File: config.mk
export PLATFORM = sky130hd
export DESIGN_NAME = video_timing_gen
export DESIGN_NICKNAME = d
export VERILOG_FILES = /design/src/rtl/video_timing_gen.sv
export SDC_FILE = /design/constraint.sdc
export NUM_CORES = 1
export LEC_CHECK = 0
export BUFFER_PORTS_ARGS = -buffer_cell sky130_fd_sc_hd__clkbuf_2
export CORE_MARGIN = 3
export CORE_UTILIZATION = 44
export CTS_BUF_LIST = sky130_fd_sc_hd__clkbuf_2 sky130_fd_sc_hd__clkbuf_4 sky130_fd_sc_hd__clkbuf_8
export DETAILED_ROUTE_END_ITERATION = 16
export PLACE_DENSITY_LB_ADDON = 0.2
export RECOVER_POWER = 25
export SLEW_MARGIN = 20
export SYNTH_ARGS = -nofsm -noshare
export SYNTH_HDL_FRONTEND = slang
export SYNTH_SLANG_ARGS = --single-unit
File: constraint.sdc
create_clock -name clk -period 2.3 [get_ports clk]
set_input_delay 0.345 -clock clk [delete_from_list [all_inputs] [get_ports clk]]
set_output_delay 0.345 -clock clk [all_outputs]
set_load 0.1 [all_outputs]
File: src/rtl/video_timing_gen.sv
// Raster timing and test-pattern source for the DVI transmitter path.
// Outputs are a registered decode of the pre-edge (h_cnt, v_cnt) position.
module video_timing_gen #(
  parameter int unsigned H_ACTIVE = 640,
  parameter int unsigned H_FP     = 16,
  parameter int unsigned H_SYNC   = 96,
  parameter int unsigned H_BP     = 48,
  parameter int unsigned V_ACTIVE = 480,
  parameter int unsigned V_FP     = 10,
  parameter int unsigned V_SYNC   = 2,
  parameter int unsigned V_BP     = 33,
  parameter bit          HS_POL   = 1'b0,
  parameter bit          VS_POL   = 1'b0
) (
  input  logic        clk,
  input  logic        rst,
  input  logic        en,
  input  logic [1:0]  pattern_sel,
  input  logic [23:0] solid_rgb,
  output logic        de,
  output logic        hsync,
  output logic        vsync,
  output logic [23:0] rgb,
  output logic [11:0] x,
  output logic [11:0] y,
  output logic        frame_start
);

  localparam int unsigned CW      = 12;
  localparam int unsigned H_TOTAL = H_ACTIVE + H_FP + H_SYNC + H_BP;
  localparam int unsigned V_TOTAL = V_ACTIVE + V_FP + V_SYNC + V_BP;
  localparam int unsigned BAR_W   = H_ACTIVE / 8;

  localparam logic [CW-1:0] H_ACT_C  = CW'(H_ACTIVE);
  localparam logic [CW-1:0] H_SYNC_S = CW'(H_ACTIVE + H_FP);
  localparam logic [CW-1:0] H_SYNC_E = CW'(H_ACTIVE + H_FP + H_SYNC);
  localparam logic [CW-1:0] H_LAST   = CW'(H_TOTAL - 1);
  localparam logic [CW-1:0] V_ACT_C  = CW'(V_ACTIVE);
  localparam logic [CW-1:0] V_SYNC_S = CW'(V_ACTIVE + V_FP);
  localparam logic [CW-1:0] V_SYNC_E = CW'(V_ACTIVE + V_FP + V_SYNC);
  localparam logic [CW-1:0] V_LAST   = CW'(V_TOTAL - 1);
  localparam logic [CW-1:0] BAR_LAST = CW'(BAR_W - 1);

  logic [CW-1:0] h_cnt, v_cnt;
  logic [CW-1:0] bar_sub;
  logic [2:0]    bar_idx;
  logic [1:0]    pat;

  logic          de_c, hs_on_c, vs_on_c, fs_c, h_last_c, v_last_c;
  logic [23:0]   bar_rgb_c, pix_c;

  // Position decode of the pre-edge counters
  always_comb begin
    h_last_c = (h_cnt == H_LAST);
    v_last_c = (v_cnt == V_LAST);
    de_c     = (h_cnt < H_ACT_C) && (v_cnt < V_ACT_C);
    hs_on_c  = (h_cnt >= H_SYNC_S) && (h_cnt < H_SYNC_E);
    vs_on_c  = (v_cnt >= V_SYNC_S) && (v_cnt < V_SYNC_E);
    fs_c     = (h_cnt == '0) && (v_cnt == '0);
  end

  // Colour-bar lookup indexed by the bar counter
  always_comb begin
    bar_rgb_c = 24'h000000;
    case (bar_idx)
      3'd0:    bar_rgb_c = 24'hFFFFFF;
      3'd1:    bar_rgb_c = 24'hFFFF00;
      3'd2:    bar_rgb_c = 24'h00FFFF;
      3'd3:    bar_rgb_c = 24'h00FF00;
      3'd4:    bar_rgb_c = 24'hFF00FF;
      3'd5:    bar_rgb_c = 24'hFF0000;
      3'd6:    bar_rgb_c = 24'h0000FF;
      default: bar_rgb_c = 24'h000000;
    endcase
  end

  // Pattern mux; blanking forces black
  always_comb begin
    pix_c = 24'h000000;
    if (de_c) begin
      case (pat)
        2'd0:    pix_c = bar_rgb_c;
        2'd1:    pix_c = {3{h_cnt[7:0]}};
        2'd2:    pix_c = (h_cnt[3] ^ v_cnt[3]) ? 24'hFFFFFF : 24'h000000;
        default: pix_c = solid_rgb;
      endcase
    end
  end

  always_ff @(posedge clk) begin
    if (rst) begin
      h_cnt       <= '0;
      v_cnt       <= '0;
      bar_sub     <= '0;
      bar_idx     <= '0;
      pat         <= '0;
      de          <= 1'b0;
      hsync       <= ~HS_POL;
      vsync       <= ~VS_POL;
      rgb         <= '0;
      x           <= '0;
      y           <= '0;
      frame_start <= 1'b0;
    end else if (en) begin
      de          <= de_c;
      hsync       <= hs_on_c ? HS_POL : ~HS_POL;
      vsync       <= vs_on_c ? VS_POL : ~VS_POL;
      rgb         <= pix_c;
      x           <= h_cnt;
      y           <= v_cnt;
      frame_start <= fs_c;
      if (h_last_c) begin
        h_cnt   <= '0;
        bar_sub <= '0;
        bar_idx <= '0;
        v_cnt   <= v_last_c ? '0 : v_cnt + CW'(1);
        // New pattern only takes hold at the frame boundary
        if (v_last_c) pat <= pattern_sel;
      end else begin
        h_cnt <= h_cnt + CW'(1);
        if (bar_sub == BAR_LAST) begin
          bar_sub <= '0;
          bar_idx <= bar_idx + 3'd1;
        end else begin
          bar_sub <= bar_sub + CW'(1);
        end
      end
    end
  end

endmodule
==> flow_metrics.py, run 1 <==
metrics = {
    "run_status": {
        "outcome": "finished, final reports clean",
    },
    "synth": {
        "synth_nets": 543,
        "ys_seq_area_frac": 0.434,
        "ys_async_sr_fraction": 0,
        "yosysTopAreaCellShare": 0.434,
        "synth_cell_types": 46,
        "avgSynthCellArea_um2": 8.52,
        "synth-seq-cells": 93,
        "ys_warn_count": 0,
        "synth_most_common_cell": "dfxtp_1",
        "netlist_area_um2": 4290,
        "synthesis.instances": 504,
        "synth_edf_count": 0,
        "ys_top_cells_by_count": "dfxtp_1 (93), nor2_1 (75), nand2_1 (46)",
        "synth_ff_type": "dfxtp_1",
        "synth_area_leaders": "dfxtp_1 (43%), nor2_1 (6.6%), mux2i_1 (6.5%), nand2_1 (4.0%), a21oi_1 (3.6%)",
        "synth_top_area_cell": "dfxtp_1",
    },
    "sta": {
        "slew_headroom": 0.215,
        "finClkSkew_ns": 0.00986,
        "hold_viol": 0,
        "slew_viol_final": 0,
        "fin_setup_tns_ns": 0,
        "post-route-period-util": 0.929,
        "fmax_mhz": 468,
        "hold_ws_ns": 0.229,
        "finalSetupViolCount": 0,
        "period_minus_slack_ns": 2.14,
        "rsz0062_at_grt": "no",
        "tightest_slew_ns": 1.18,
    },
    "layout": {
        "diodes": 0,
        "area_delta_synth_final_pct": 18.0,
        "fin_nets": 625,
        "fillers": 944,
        "drive_gt1_frac": 0.205,
        "fin_cells": 720,
    },
    "clocking": {
        "ctsResizeCount": 0,
        "clock_path_buffers": 2,
        "cts_setup_buffers": 0,
        "cts_buffers": 9,
        "cts_root_buffer": "clkbuf_8",
        "insertion_delay_ns": 0.36,
        "hold_buffers": 0,
        "cts_tree": "done",
        "clock_sinks": 93,
        "htree_levels": 3,
        "clk_pin_slew_ns": 0.09,
    },
    "detailed_routing": {
        "viasPerCell": 5.38,
        "drt_first_pass_iters": 4,
        "wire_per_inst_um": 14.9,
        "drcViolationCount": 0,
        "num_vias": 3873,
        "drt_iter0_drc": 164,
        "postRouteAntennaNets": 0,
        "routed_wl_um": 10700,
    },
    "grt": {
        "grt_pass1_wl_um": 18200,
        "grt_pass1_vias": 3651,
        "antenna_found_initial": 0,
        "groute.usage.overall": 0.199,
        "grt.overflow.total": 0,
        "grt_start_max_net_pins": 26,
    },
    "worst_setup_path": {
        "rr_startpoint": "v_cnt[4]",
        "crit_type": "flop to flop",
        "crit_chain": "or4_1 -> or4_1 -> o21ai_1 -> buf_4 -> nor2_1",
        "reg2reg_depth": 5,
        "end_kind": "flop",
        "cpMaxStageDelayCell": "or4_1",
        "r2r_slack_ns": 0.16,
        "critPathLaunch": "v_cnt[4]",
        "r2r_end": "v_cnt[4]",
        "cpMostUsedCell": "or4_1",
        "critPathLaunchType": "flop",
        "critPathRequiredTime_ns": 2.56,
        "crit_arrival_ns": 2.39,
        "crit_fanout": 8,
        "max_stage_delay_ns": 0.68,
    },
    "floorplan": {
        "die_h_um": 105,
        "die-width_um": 105,
        "coreArea_um2": 9370,
        "num_rows": 35,
        "dieArea_um2": 11000,
        "pin_count": 81,
        "initial_core_util": 0.458,
    },
    "min_path": {
        "hold_class": "input port to flop",
        "holdPathStages": 3,
        "hold_start": "pattern_sel[1]",
        "holdPathEnd": "pat[1]",
    },
    "place": {
        "routabilityCongestion": 0.859,
        "port_buffers": 80,
        "placed_cells": 704,
        "hpwl_um": 7750,
    },
    "power_and_ir_drop": {
        "power_w": 0.00322,
        "p_leak_nw": 2.08,
        "vdd.ir_drop.worst_v": 0.000297,
        "powerDensity_nw_per_um2": 635,
    },
    "run": {
        "maxCapViolCount": 0,
    },
}
worst max path at each step:
stage	slack, ns	cells past startpoint	end
floorplan	0.09	7	v_cnt[11]
global placement	0.23	5	v_cnt[2]
finish	0.16	5	v_cnt[4]
CTS	0.16	5	v_cnt[2]
detailed placement	0.19	5	v_cnt[4]
global route	0.06	5	v_cnt[5]
stage by stage:
| stage | setup WS, ns | instance area (µm²) | utilization |
|---|---|---|---|
| floorplan | 0.0940 | 4290 | - |
| global placement | 0.226 | 4900 | 0.523 |
| detailed placement | 0.188 | 4900 | 0.523 |
| CTS | 0.159 | 5090 | 0.543 |
| global route | 0.0575 | 5070 | 0.541 |
| finish | 0.163 | 5070 | 0.541 |
area by class of cell:
cell class                 count  area [µm²]  area share
multi-input combinational    363        2240       0.441
sequential                    93        1860       0.367
timing repair buffer         107         576       0.114
clock buffer                  13         166      0.0328
tap                          129         161      0.0319
inverter                      12        45.0     0.00889
clock inverter                 3        20.0     0.00395
state kept, by name (all words and copies together) (netlist names):
name         flops
frame_start      1
de               1
bar_sub         12
h_cnt           12
x               12
hsync            1
rgb             24
pat              2
y               12
v_cnt           12
vsync            1
bar_idx          3
layer usage:
| layer | vias to the layer above | global-route usage | share of wire |
|---|---|---|---|
| met2 | 113 | 0.306 | 0.45 |
| met5 | - | 0 | 0 |
| met4 | 0 | 0.0619 | 0.014 |
| met1 | 1796 | 0.284 | 0.48 |
| met3 | 13 | 0.0358 | 0.054 |
| li1 | 1951 | - | - |
placed cells by master (no fill, tap or decap), types with 4 or more instances in the layout:
cell type / instances
dfxtp_1: 93
nor2_1: 75
clkbuf_2: 70
nand2_1: 46
a21oi_1: 31
mux2i_1: 28
buf_4: 23
nand4_1: 20
nand3_1: 17
a22o_1: 16
clkbuf_1: 14
inv_1: 12
nor3_1: 12
xor2_1: 11
o21ai_0: 11
clkbuf_8: 11
ha_1: 10
o31ai_1: 9
or3_1: 8
a21boi_0: 8
xnor2_1: 7
nor4_1: 5
o22ai_1: 5
and3_1: 4
and4_1: 4
report_power, final:
| part | switching, W | total (W) | internal, W |
|---|---|---|---|
| registers | 0.0000358 | 0.00169 | 0.00165 |
| clock network | 0.000571 | 0.00105 | 0.000476 |
| logic | 0.000380 | 0.000480 | 0.0000994 |
| total | 0.000987 | 0.00322 | 0.00223 |
logic make-up (layout without fill, tap and decap cells):
group / Yosys count / after routing / share of synthesized area
buffers and inverters: 48 / 135 / 0.0464
XOR/XNOR: 18 / 18 / 0.0367
AO/OA/AOI/OAI: 92 / 92 / 0.143
multiplexers: 28 / 28 / 0.0653
adder cells (fa/ha/maj): 10 / 10 / 0.0292
AND/OR/NAND/NOR: 215 / 215 / 0.246
flip-flops: 93 / 93 / 0.434
critical path, delay by kind of cell, from the launching register on:
family | cells | cell delay [ns]
compound gates | 1 | 0.18
flops | 1 | 0.36
simple gates | 3 | 1.33
buf+inv | 1 | 0.17
(Power assumes the default switching activity.)
==> inputs of run 2 (changes only) <==
--- a/config.mk
+++ b/config.mk
@@ -6,10 +6,13 @@
 export NUM_CORES = 1
 export LEC_CHECK = 0
 export BUFFER_PORTS_ARGS = -buffer_cell sky130_fd_sc_hd__clkbuf_2
+export CELL_PAD_IN_SITES_DETAIL_PLACEMENT = 1
+export CELL_PAD_IN_SITES_GLOBAL_PLACEMENT = 2
 export CORE_MARGIN = 3
-export CORE_UTILIZATION = 44
+export CORE_UTILIZATION = 31
 export CTS_BUF_LIST = sky130_fd_sc_hd__clkbuf_2 sky130_fd_sc_hd__clkbuf_4 sky130_fd_sc_hd__clkbuf_8
 export DETAILED_ROUTE_END_ITERATION = 16
+export MAX_ROUTING_LAYER = met4
 export PLACE_DENSITY_LB_ADDON = 0.2
 export RECOVER_POWER = 25
 export SLEW_MARGIN = 20
==> flow_metrics.py, run 2 (synthesis results as in run 1) <==
metrics = {
    "sta": {
        "finClkSkew_ns": 0.00876,
        "rsz0062_at_grt": "no",
        "hold_ws_ns": 0.219,
        "fmax_mhz": 472,
        "slew_headroom": 0.216,
        "fin_setup_tns_ns": 0,
        "hold_viol": 0,
        "tightest_slew_ns": 1.18,
        "finalSetupViolCount": 0,
        "slew_viol_final": 0,
        "post-route-period-util": 0.921,
        "period_minus_slack_ns": 2.12,
    },
    "grt": {
        "grt_pass1_wl_um": 20500,
        "grt.overflow.total": 0,
        "antenna_found_initial": 0,
        "grt_start_max_net_pins": 43,
        "grt_pass1_vias": 3962,
        "groute.usage.overall": 0.175,
    },
    "clocking": {
        "hold_buffers": 0,
        "cts_tree": "done",
        "cts_buffers": 9,
        "cts_setup_buffers": 0,
        "cts_root_buffer": "clkbuf_8",
        "ctsResizeCount": 0,
        "clock_path_buffers": 2,
        "htree_levels": 3,
        "clock_sinks": 93,
        "clk_pin_slew_ns": 0.09,
        "insertion_delay_ns": 0.38,
    },
    "run": {
        "maxCapViolCount": 0,
    },
    "worst_setup_path": {
        "crit_fanout": 8,
        "r2r_end": "v_cnt[4]",
        "crit_buf_inv": 1,
        "end_kind": "flop",
        "crit_type": "flop to flop",
        "crit_arrival_ns": 2.39,
        "cpMostUsedCell": "or4_1",
        "critPathLaunchType": "flop",
        "path_delay_family": "simple AND/OR/NAND/NOR gates",
        "critPathRequiredTime_ns": 2.57,
        "reg2reg_depth": 5,
        "rr_startpoint": "v_cnt[4]",
        "r2r_slack_ns": 0.18,
        "max_stage_delay_ns": 0.68,
        "cpMaxStageDelayCell": "or4_1",
        "crit_chain": "or4_1 -> or4_1 -> o21ai_1 -> buf_4 -> nor2_1",
    },
    "detailed_routing": {
        "num_vias": 3945,
        "wl_met2_um": 6030,
        "viasPerCell": 5.10,
        "routed_wl_um": 12700,
        "postRouteAntennaNets": 0,
        "wire_per_inst_um": 16.4,
        "drcViolationCount": 0,
        "drt_iter0_drc": 213,
        "wl_met3_um": 473,
        "drt_first_pass_iters": 4,
        "wl_met1_um": 6010,
        "routed.top_layer": "met4",
    },
    "power_and_ir_drop": {
        "powerDensity_nw_per_um2": 628,
        "vdd.ir_drop.worst_v": 0.000278,
        "p_leak_nw": 2.14,
    },
    "floorplan": {
        "num_rows": 42,
        "dieArea_um2": 15300,
        "coreArea_um2": 13400,
        "pin_count": 81,
        "die-width_um": 124,
        "die_h_um": 124,
        "initial_core_util": 0.320,
    },
    "place": {
        "hpwl_um": 9360,
        "place_area_um2": 5010,
        "port_buffers": 80,
        "routabilityCongestion": 0.801,
    },
    "layout": {
        "area_delta_synth_final_pct": 21.0,
        "final_common_cell": "dfxtp_1",
        "multi_input_area_um2": 2230,
        "drive_gt1_frac": 0.221,
        "fillers": 1618,
        "fin_nets": 632,
        "seqCellArea_um2": 1860,
        "largest_reg_flops": 24,
        "mostFrequentLayoutCells": "dfxtp_1 (93), nor2_1 (75), clkbuf_2 (72), nand2_1 (46), buf_4 (32)",
        "final_area_um2": 5190,
        "diodes": 0,
        "regMostFlops": "rgb",
    },
    "min_path": {
        "hold_class": "input port to flop",
        "holdPathEnd": "pat[1]",
        "holdPathStages": 3,
        "hold_start": "pattern_sel[1]",
    },
    "run_status": {
        "outcome": "finished, final reports clean",
    },
}
==> run 2: cell count changes in the layout (fill, tap and decap cells not counted), sizes merged <==
cell      previous run  this run
buf                 23        32
clkinvlp             2         0
clkinv               1         3
clkbuf              97        95
==> run 2: worst max-delay path by stage <==
| stage | from | slack, ns | depth (start not counted) | end |
|---|---|---|---|---|
| 2_1_floorplan | h_cnt[5] | 0.09 | 7 | v_cnt[11] |
| 3_3_place_gp | v_cnt[4] | 0.22 | 5 | v_cnt[0] |
| 3_5_place_dp | v_cnt[4] | 0.19 | 5 | v_cnt[4] |
| 4_1_cts | v_cnt[4] | 0.18 | 5 | v_cnt[4] |
| 5_1_grt | bar_sub[0] | 0.004 | 5 | bar_idx[0] |
| 6_report | v_cnt[4] | 0.18 | 5 | v_cnt[4] |
==> run 2: layout make-up <==
class / count / share of cell area
flip-flops and latches: 93 / 0.359
inverters: 12 / 0.00868
clock inverters: 3 / 0.00362
well taps: 176 / 0.0424
repair buffers: 114 / 0.123
clock buffers: 13 / 0.0333
multi-input cells: 363 / 0.430
==> run 2: metal layers <==
layer / global-route usage / vias to the layer above
li1: - / 1952
met1: 0.226 / 1911
met2: 0.279 / 66
met3: 0.0263 / 16
met4: 0.0609 / 0
met5: - / -
==> run 2: worst register-to-register path, delay by kind of cell, from the launching register on <==
family                 cells  cell delay [ns]
buffers and inverters      1             0.17
AND/OR/NAND/NOR            3             1.31
flip-flops                 1             0.35
AO/OA/AOI/OAI              1             0.19
==> run 2: per-stage QoR <==
| step | total power (W) | worst slack, ns | std cells | util |
|---|---|---|---|---|
| 6_report | 0.00326 | 0.183 | 774 | 0.387 |
| 5_1_grt | 0.00340 | 0.00395 | 774 | 0.387 |
| 4_1_cts | 0.00331 | 0.183 | 774 | 0.388 |
| 3_5_place_dp | 0.00223 | 0.192 | 758 | 0.374 |
| 3_3_place_gp | 0.00222 | 0.219 | 758 | 0.374 |
| 2_1_floorplan | 0.00210 | 0.0940 | 504 | - |
==> run 2: report_power, final <==
part	internal (W)	total [W]	leakage [nW]	switching (W)
Sequential	0.00165	0.00169	0.758	0.0000328
Clock	0.000493	0.00108	0.103	0.000585
Combinational	0.000107	0.000497	1.28	0.000391
